### src/rtl/servo_pwm_multi.sv
// rtl/servo_pwm_multi.sv - multi-channel servo PWM generator with frame-aligned pulse width updates
// Optional feature macro: SERVO_PWM_SLEW_EN (limits the per-frame change of each active pulse width to SLEW_US)
module servo_pwm_multi #(
    parameter int CLK_HZ    = 50000000,
    parameter int NCH       = 4,
    parameter int PERIOD_US = 20000,
    parameter int MIN_US    = 1000,
    parameter int MAX_US    = 2000,
    parameter int PW_W      = 15,
    parameter int SLEW_US   = 10,
    localparam int CHW      = (NCH > 1) ? $clog2(NCH) : 1
) (
    input  logic            clk,
    input  logic            rst,
    input  logic            enable,
    input  logic            wr_valid,
    output logic            wr_ready,
    input  logic [CHW-1:0]  wr_ch,
    input  logic [PW_W-1:0] wr_pw,
    output logic [NCH-1:0]  pwm_out,
    output logic            frame_start,
    output logic            running
);

    // Clocks per microsecond and the counter terminal values derived from it.
    localparam int DIV  = CLK_HZ / 1000000;
    localparam int PS_W = $clog2(DIV);

    localparam logic [PS_W-1:0] PS_LAST = PS_W'(DIV - 1);
    localparam logic [PW_W-1:0] US_LAST = PW_W'(PERIOD_US - 1);
    localparam logic [PW_W-1:0] MIN_V   = PW_W'(MIN_US);
    localparam logic [PW_W-1:0] MAX_V   = PW_W'(MAX_US);
    localparam logic [PW_W-1:0] MID_V   = PW_W'((MIN_US + MAX_US) / 2);
`ifdef SERVO_PWM_SLEW_EN
    localparam logic [PW_W-1:0] SLEW_V  = PW_W'(SLEW_US);
`endif

    // Parameter sanity: a bad configuration stops elaboration instead of producing wrong timing.
    if ((CLK_HZ % 1000000) != 0 || (CLK_HZ / 1000000) < 2) begin : g_chk_clk
        $error("servo_pwm_multi: CLK_HZ must be a whole number of MHz, at least 2");
    end
    if (NCH < 1 || NCH > 16) begin : g_chk_nch
        $error("servo_pwm_multi: NCH must be in 1..16");
    end
    if (MIN_US > MAX_US || MAX_US >= PERIOD_US) begin : g_chk_range
        $error("servo_pwm_multi: need MIN_US <= MAX_US < PERIOD_US");
    end
    if ((64'd1 << PW_W) <= 64'(PERIOD_US)) begin : g_chk_pw_w
        $error("servo_pwm_multi: PW_W too narrow for PERIOD_US");
    end
    if (SLEW_US < 1) begin : g_chk_slew
        $error("servo_pwm_multi: SLEW_US must be at least 1");
    end

    typedef enum logic [1:0] {
        S_IDLE  = 2'd0,
        S_RUN   = 2'd1,
        S_DRAIN = 2'd2
    } state_t;

    state_t          state_q;
    state_t          state_d;

    logic [PS_W-1:0] presc_q;
    logic [PS_W-1:0] presc_d;
    logic [PW_W-1:0] us_cnt_q;
    logic [PW_W-1:0] us_cnt_d;

    // pending holds the most recent accepted write; active is what the current frame uses.
    logic [PW_W-1:0] pending_q [NCH];
    logic [PW_W-1:0] pending_d [NCH];
    logic [PW_W-1:0] active_q  [NCH];
    logic [PW_W-1:0] active_d  [NCH];

    logic [NCH-1:0]  pwm_d;
    logic            frame_start_d;
    logic            running_d;

    logic            us_tick;
    logic            frame_end;
    logic            boundary;
    logic            wr_fire;

    // Saturate a requested width into the safe servo range.
    function automatic logic [PW_W-1:0] clamp_pw(input logic [PW_W-1:0] pw);
        if (pw < MIN_V) begin
            clamp_pw = MIN_V;
        end else if (pw > MAX_V) begin
            clamp_pw = MAX_V;
        end else begin
            clamp_pw = pw;
        end
    endfunction

    // Timebase events; the IDLE->RUN step is a boundary too so the first frame starts cleanly.
    assign us_tick   = (state_q != S_IDLE) && (presc_q == PS_LAST);
    assign frame_end = us_tick && (us_cnt_q == US_LAST);
    assign boundary  = frame_end || ((state_q == S_IDLE) && enable);

    // Writes are held off only on the boundary cycle, so a write can never race the active update.
    assign wr_ready  = !rst && !boundary;
    assign wr_fire   = wr_valid && wr_ready;

    // State register.
    always_ff @(posedge clk) begin
        if (rst) begin
            state_q <= S_IDLE;
        end else begin
            state_q <= state_d;
        end
    end

    // Next-state: RUN drops to DRAIN on enable low; DRAIN only stops at a frame end.
    always_comb begin
        state_d = state_q;
        case (state_q)
            S_IDLE: begin
                if (enable) begin
                    state_d = S_RUN;
                end
            end
            S_RUN: begin
                if (!enable) begin
                    state_d = S_DRAIN;
                end
            end
            S_DRAIN: begin
                if (enable) begin
                    state_d = S_RUN;
                end else if (frame_end) begin
                    state_d = S_IDLE;
                end
            end
            default: begin
                state_d = S_IDLE;
            end
        endcase
    end

    // Output/datapath next values: counters, width bookkeeping and the pre-registered outputs.
    always_comb begin
        presc_d  = '0;
        us_cnt_d = '0;
        if (state_q != S_IDLE) begin
            presc_d  = us_tick ? '0 : presc_q + 1'b1;
            us_cnt_d = us_cnt_q;
            if (us_tick) begin
                us_cnt_d = (us_cnt_q == US_LAST) ? '0 : us_cnt_q + 1'b1;
            end
        end

        pending_d = pending_q;
        for (int i = 0; i < NCH; i++) begin
            if (wr_fire && (wr_ch == i[CHW-1:0])) begin
                pending_d[i] = clamp_pw(wr_pw);
            end
        end

        active_d = active_q;
        if (boundary) begin
            for (int i = 0; i < NCH; i++) begin
                if (state_q == S_IDLE) begin
                    active_d[i] = pending_q[i];
                end else begin
`ifdef SERVO_PWM_SLEW_EN
                    if (pending_q[i] > active_q[i]) begin
                        active_d[i] = ((pending_q[i] - active_q[i]) > SLEW_V) ?
                                      active_q[i] + SLEW_V : pending_q[i];
                    end else begin
                        active_d[i] = ((active_q[i] - pending_q[i]) > SLEW_V) ?
                                      active_q[i] - SLEW_V : pending_q[i];
                    end
`else
                    active_d[i] = pending_q[i];
`endif
                end
            end
        end

        // Outputs are computed from next-cycle counters so the pulse starts with frame_start.
        running_d     = (state_d != S_IDLE);
        frame_start_d = boundary && (state_d != S_IDLE);
        for (int i = 0; i < NCH; i++) begin
            pwm_d[i] = running_d && (us_cnt_d < active_d[i]);
        end
    end

    // Datapath and output registers.
    always_ff @(posedge clk) begin
        if (rst) begin
            presc_q     <= '0;
            us_cnt_q    <= '0;
            pwm_out     <= '0;
            frame_start <= 1'b0;
            running     <= 1'b0;
            for (int i = 0; i < NCH; i++) begin
                pending_q[i] <= MID_V;
                active_q[i]  <= MID_V;
            end
        end else begin
            presc_q     <= presc_d;
            us_cnt_q    <= us_cnt_d;
            pwm_out     <= pwm_d;
            frame_start <= frame_start_d;
            running     <= running_d;
            pending_q   <= pending_d;
            active_q    <= active_d;
        end
    end

endmodule

### config.mk
export PLATFORM = sky130hd
export DESIGN_NAME = servo_pwm_multi
export DESIGN_NICKNAME = d
export VERILOG_FILES = /design/src/rtl/servo_pwm_multi.sv
export SDC_FILE = /design/constraint.sdc
export NUM_CORES = 1
export LEC_CHECK = 0
export ABC_CLOCK_PERIOD_IN_PS = 5900
export BUFFER_PORTS_ARGS = -buffer_cell sky130_fd_sc_hd__buf_2
export CAP_MARGIN = 5
export CORE_MARGIN = 4
export CORE_UTILIZATION = 65
export CTS_CLUSTER_DIAMETER = 50
export CTS_CLUSTER_SIZE = 10
export DETAILED_ROUTE_END_ITERATION = 10
export PLACE_DENSITY_LB_ADDON = 0.05
export SYNTH_ARGS = -nofsm -noshare
export SYNTH_HDL_FRONTEND = slang
export SYNTH_SLANG_ARGS = --single-unit
### constraint.sdc
create_clock -name clk -period 5.9 [get_ports clk]
set_input_delay 0.59 -clock clk [delete_from_list [all_inputs] [get_ports clk]]
set_output_delay 0.59 -clock clk [all_outputs]
set_load 0.01 [all_outputs]
After elaboration in Yosys (flattened, before gate mapping) --
Cells that the tools add are included.
Storage, ports and cells: latch bits 0, output and inout port bits 7, input bits 21, memories 0, logic and storage cells 63, RAM bits 0, register bits after elaboration 149, bits in read-only memories 0
Cells by class: order comparisons 6, shift operators 0, divide/modulo/power cells 0, multiply operators 0, bitwise gates (word level) 1, reduce and logical (&&, ||, !) cells 22, multiplexer cells 11, equal/unequal tests 7, add/sub/neg operators 2
Operator list (number):
- $mux 15 | 5
- $lt 15x15->1 | 4
- $mux 60 | 1
- $add 15x1->15 const B | 1
- $eq 15x15->1 const B | 1
- $gt 15x11->1 const B | 1
- $lt 15x10->1 const B | 1
- $logic_and 1x1->1 | 14
- $mux 2 | 4
- $add 6x1->6 const B | 1
- $eq 2x2->1 const B | 3
- $eq 6x6->1 const B | 1
- $pmux 2 s3 | 1
- $eq 2x1->1 const B | 2
- $logic_not 2->1 | 2
- $reduce_bool 2->1 | 2
- $reduce_or 3->1 | 1
- $logic_not 1->1 | 2
- $logic_or 1x1->1 | 1
- $not 1->1 | 1

Depth between registers and ports, before layout --
depth in word-level cells 8, gate-level depth with buffers 15, gate-level depth less buffers 15

Worst setup path before layout --
OpenSTA, ideal clock, no wires.
path type reg2reg, start point reg us_cnt_q[0], end point reg pwm_out[1], cell stages (with the launch flop) 15, data required time 5.822 ns, period minus slack after synthesis 2.940 ns, path slack 2.960 ns, arrival time 2.863 ns, buffers on the path 1, cells stage by stage dfxtp_1 > ha_1 > nor4bb_1 > and4_1 > nand2_1 > o21ai_1 > clkbuf_1 > nor2_1 > ha_1 > a21oi_1 > nor2b_1 > o21ai_0 > a21oi_1 > a211o_1 > nor3_1
On the way: elaborated cells between the ends (all ways) 14, those cells by class add/sub: 1; order compare: 1; eq/ne: 1; mux: 7; reduce/logical: 4
RTL lines:
- start: declaration | RTL line 66 | logic [PW_W-1:0] us_cnt_q;
- start signal: assignment | RTL line 202 | us_cnt_q <= us_cnt_d;
- $add 15x1->15 or $eq 15x15->1 (tied branches) | RTL line 148 | us_cnt_d = (us_cnt_q == US_LAST) ? '0 : us_cnt_q + 1'b1;
- $mux 15 (*) | RTL line 148
- $mux 15 (*) | RTL line 147 | if (us_tick) begin
- $mux 15 (*) | RTL line 144 | if (state_q != S_IDLE) begin
- named net us_cnt_d[8] | RTL line 67 | logic [PW_W-1:0] us_cnt_d;
- $lt 15x15->1 (*) | RTL line 184 | pwm_d[i] = running_d && (us_cnt_d < active_d[i]);
- $logic_and 1x1->1 (*) | RTL line 184
- end signal: assignment | RTL line 203 | pwm_out <= pwm_d;
- end: declaration | RTL line 20 | output logic [NCH-1:0] pwm_out,
Mark *: on every way through the listed nets, which the timed path passes. The rest lies on a longest branch. A chain may end at the register's enable or synchronous reset.

Final worst setup path --
start point reg presc_q[0], end point reg pwm_out[2]
On the way: elaborated cells between the ends (all ways) 13, those cells by class order compare: 1; eq/ne: 1; mux: 6; reduce/logical: 5
RTL lines:
- start: declaration | RTL line 64 | logic [PS_W-1:0] presc_q;
- start signal: assignment | RTL line 201 | presc_q <= presc_d;
- $eq 6x6->1 | RTL line 96 | assign us_tick = (state_q != S_IDLE) && (presc_q == PS_LAST);
- $logic_and 1x1->1 | RTL line 96
- $mux 15 | RTL line 147
- $mux 15 | RTL line 144
- named net us_cnt_d[6] | RTL line 67
- $lt 15x15->1 | RTL line 184
- $logic_and 1x1->1 | RTL line 184
The timed path passes the listed nets, and every way through them passes these cells.

==> results.yml <==
hold_path:
  hp-class: "primary input to flip-flop"
  hp-start: "enable"
  whs_endpoint: "state_q[1]$_SDFF_PP0_"
  holdPathStages: 2
detailed_routing:
  met2_length_mm: 7.00
  wl_met1_mm: 7.13
  ant_nets: 0
  route.detailed.wl_per_inst_microns: 17.7
  dr.pass1.iters: 7
  drt_iter0_drc: 326
  wl_met3_microns: 829
  viasPerCell: 6.03
  drcViolationCount: 0
  routed_wl_mm: 15.5
  vias: 5268
  routed.top_layer: "met4"
cts:
  cts_buffers: 17
  cts_tree: "yes"
  cts_num_sinks: 149
  htree_levels: 4
  cts_hold_buf: 0
  cts.clk_slew.worst_paths_ns: 0.06
  cts_buffer_depth: 2
  post-cts-setup-buffer-count: 0
  cts_root_buf: "clkbuf_8"
  cts_resized: 0
  clk_latency_ns: 0.54
grt:
  overflow: 0
  grt_pass1_wl_mm: 25.2
  antenna_found_initial: 0
  grt_max_degree: 83
  grt_pass1_vias: 5148
  grt_usage_pct: 27.3
synth:
  synth_area_sq_um: 6780
  synth_area_leaders: "dfxtp_1 (44%), ha_1 (11%), mux2i_1 (8.7%)"
  synth_top_area_share_pct: 44.0
  synth_top_area_cell: "dfxtp_1"
  ys_seq_area_share_pct: 44.0
  synthDistinctLibCells: 46
  ys_seq_elements: 149
  synth_cells: 711
  synth_fp_nets: 791
  async_flop_share_pct: 0
  ys_warn_count: 0
  synth_edf_count: 0
  ys.flop_type: "dfxtp_1"
  syn_avg_cell_area_sq_um: 9.53
worst_setup_path:
  r2r_setup_slack_ns: 1.85
  timing.rr.end: "pwm_out[2]$_SDFF_PP0_"
  critical_path_class: "flip-flop to flip-flop"
  worstReg2RegStart: "presc_q[0]$_SDFF_PP0_"
  reg2reg_depth: 12
  crit_top_cell: "ha_1"
  crit_slowest_cell: "nor4b_4"
  arrival_ns: 4.51
  slowest_delay_ns: 0.78
  crit_required_ns: 6.36
  cp-start-kind: "flip-flop"
  end_kind: "flip-flop"
  cp_max_fo: 18
  path_cells: "ha_1 > o211ai_2 > nor4b_4 > nand2_1 > o21ai_1 > nor2_1 > ha_1 > a21oi_1 > o21ai_0 > a211oi_1 > a31oi_1 > nor3_1"
timing:
  fin_tns_setup_ns: 0
  finClkSkew_ns: 0.00789
  fmax_mhz: 247
  relSlewSlack_pct: 22.8
  drv_slew: 0
  hold_violations: 0
  setup_violations: 0
  tightest_slew_ns: 1.14
  post-route-period-util_pct: 68.7
  layout_min_cycle_time_ns: 4.05
  rsz0062_at_grt: "false"
pwr:
  ir_drop_v: 0.000269
  p_per_area_nw_per_um2: 313
  power_leakage_uw: 0.00331
floorplanning:
  rows: 37
  io_pins: 28
  fp.dieW_microns: 110
  initial_core_util_pct: 66.2
  coreArea_sq_um: 10200
  die_h_microns: 110
  dieArea_sq_um: 12100
cells_and_area:
  final-seq-area_sq_um: 2980
  multi_input_area_sq_um: 3620
  drive_above_1_share_pct: 9.62
  antenna_cells: 0
  synthToLayoutAreaGrowth_pct: 12.8
  nets: 807
  n_fill_cell: 764
  fin_area_sq_um: 7650
run_status:
  status: "finished clean"
flow_run:
  cap_violations: 0
placed_design:
  dp_hpwl_mm: 10.9
  port_buffers: 27
  gp_congestion: 0.867
  place_area_sq_um: 6970
[cells by family (layout without fill, tap and decap cells)]
| kind of cell | after synthesis | after routing | share of synthesized area [%] |
|---|---|---|---|
| adders and majority gates | 59 | 59 | 10.9 |
| muxes | 63 | 63 | 9.38 |
| buffers and inverters | 42 | 69 | 2.71 |
| xor gates and xnor gates | 17 | 17 | 2.20 |
| DFF | 149 | 149 | 44.0 |
| AOI/OAI and AO/OA | 149 | 149 | 12.6 |
| and+or+nand+nor | 232 | 232 | 18.2 |
[layout by cell type, fill, tap and decap left out, types with 10 or more instances in the layout]
| master | instances |
|---|---|
| nor2b_1 | 10 |
| nand4_1 | 16 |
| buf_2 | 26 |
| a21oi_1 | 25 |
| nand3b_1 | 13 |
| and2_1 | 17 |
| nand2_1 | 15 |
| mux2i_1 | 59 |
| dfxtp_1 | 149 |
| clkbuf_16 | 16 |
| nor2_1 | 83 |
| o21ai_0 | 83 |
| ha_1 | 59 |
| nand2b_1 | 33 |
| nor3_1 | 11 |
| nand3_1 | 12 |
[critical path, delay by kind of cell, from the launching register on]
| family | cells | cell delay (ns) |
|---|---|---|
| DFF | 1 | 0.38 |
| and+or+nand+nor | 4 | 1.44 |
| adders and majority gates | 2 | 0.59 |
| AOI/OAI and AO/OA | 6 | 1.57 |
[flip-flops by register name (all words and copies together) (netlist names)]
register / cells
active_q: 60
frame_start: 1
pending_q: 60
presc_q: 6
pwm_out: 4
running: 1
state_q: 2
us_cnt_q: 15
[stage by stage]
stage | setup WS, ns | hold WS [ns] | std cells | util (%) | total power, uW
after floorplan | 2.96 | 0.429 | 711 | - | 1140
after global placement | 2.08 | 0.441 | 844 | 68.1 | 1170
after detailed placement | 1.97 | 0.443 | 844 | 68.1 | 1170
after CTS | 1.92 | 0.261 | 874 | 74.7 | 2400
after global routing | 1.54 | 0.267 | 874 | 74.7 | 2460
final | 1.85 | 0.275 | 874 | 74.7 | 2390
[area by class of cell]
cell class	count	area share, %
Clock buffer	21	6.00
Clock inverter	9	2.91
Inverter	9	0.442
Multi-Input combinational cell	520	47.3
Sequential cell	149	39.0
Tap cell	136	2.23
Timing Repair Buffer	30	2.09
[synth_stat cells, drive strengths merged, types with 10 or more instances]
master / instances
dfxtp: 149
o21ai: 85
nor2: 83
ha: 59
mux2i: 59
nand2b: 33
a21oi: 25
clkbuf: 22
and2: 17
nand4: 16
nand2: 15
nand3b: 13
nand3: 12
buf: 11
nor3: 11
nor2b: 10
[report_power, final]
| part | leakage [uW] | internal, uW | switching, uW |
|---|---|---|---|
| Combinational | 0.00178 | 44.0 | 71.9 |
| Clock | 0.000330 | 844 | 398 |
| Sequential | 0.00121 | 1020 | 9.35 |
| Total | 0.00331 | 1910 | 479 |
[per-layer routing]
metal  track usage (%)  vias to the layer above
li1                  -                     2560
met1              36.0                     2517
met2              42.7                      149
met3              5.94                       42
met4              13.0                        0
met5                 0                        -
[worst max path at each step]
| stage | start | cells after the start | end |
|---|---|---|---|
| after floorplan | us_cnt_q[0]$_SDFF_PP0_ | 14 | pwm_out[1]$_SDFF_PP0_ |
| after global placement | presc_q[0]$_SDFF_PP0_ | 12 | pwm_out[0]$_SDFF_PP0_ |
| after detailed placement | presc_q[0]$_SDFF_PP0_ | 12 | pwm_out[2]$_SDFF_PP0_ |
| after CTS | presc_q[0]$_SDFF_PP0_ | 12 | pwm_out[2]$_SDFF_PP0_ |
| after global routing | presc_q[0]$_SDFF_PP0_ | 12 | pwm_out[0]$_SDFF_PP0_ |
| final | presc_q[0]$_SDFF_PP0_ | 12 | pwm_out[2]$_SDFF_PP0_ |
Note: power is estimated with default switching activity, not from simulation.
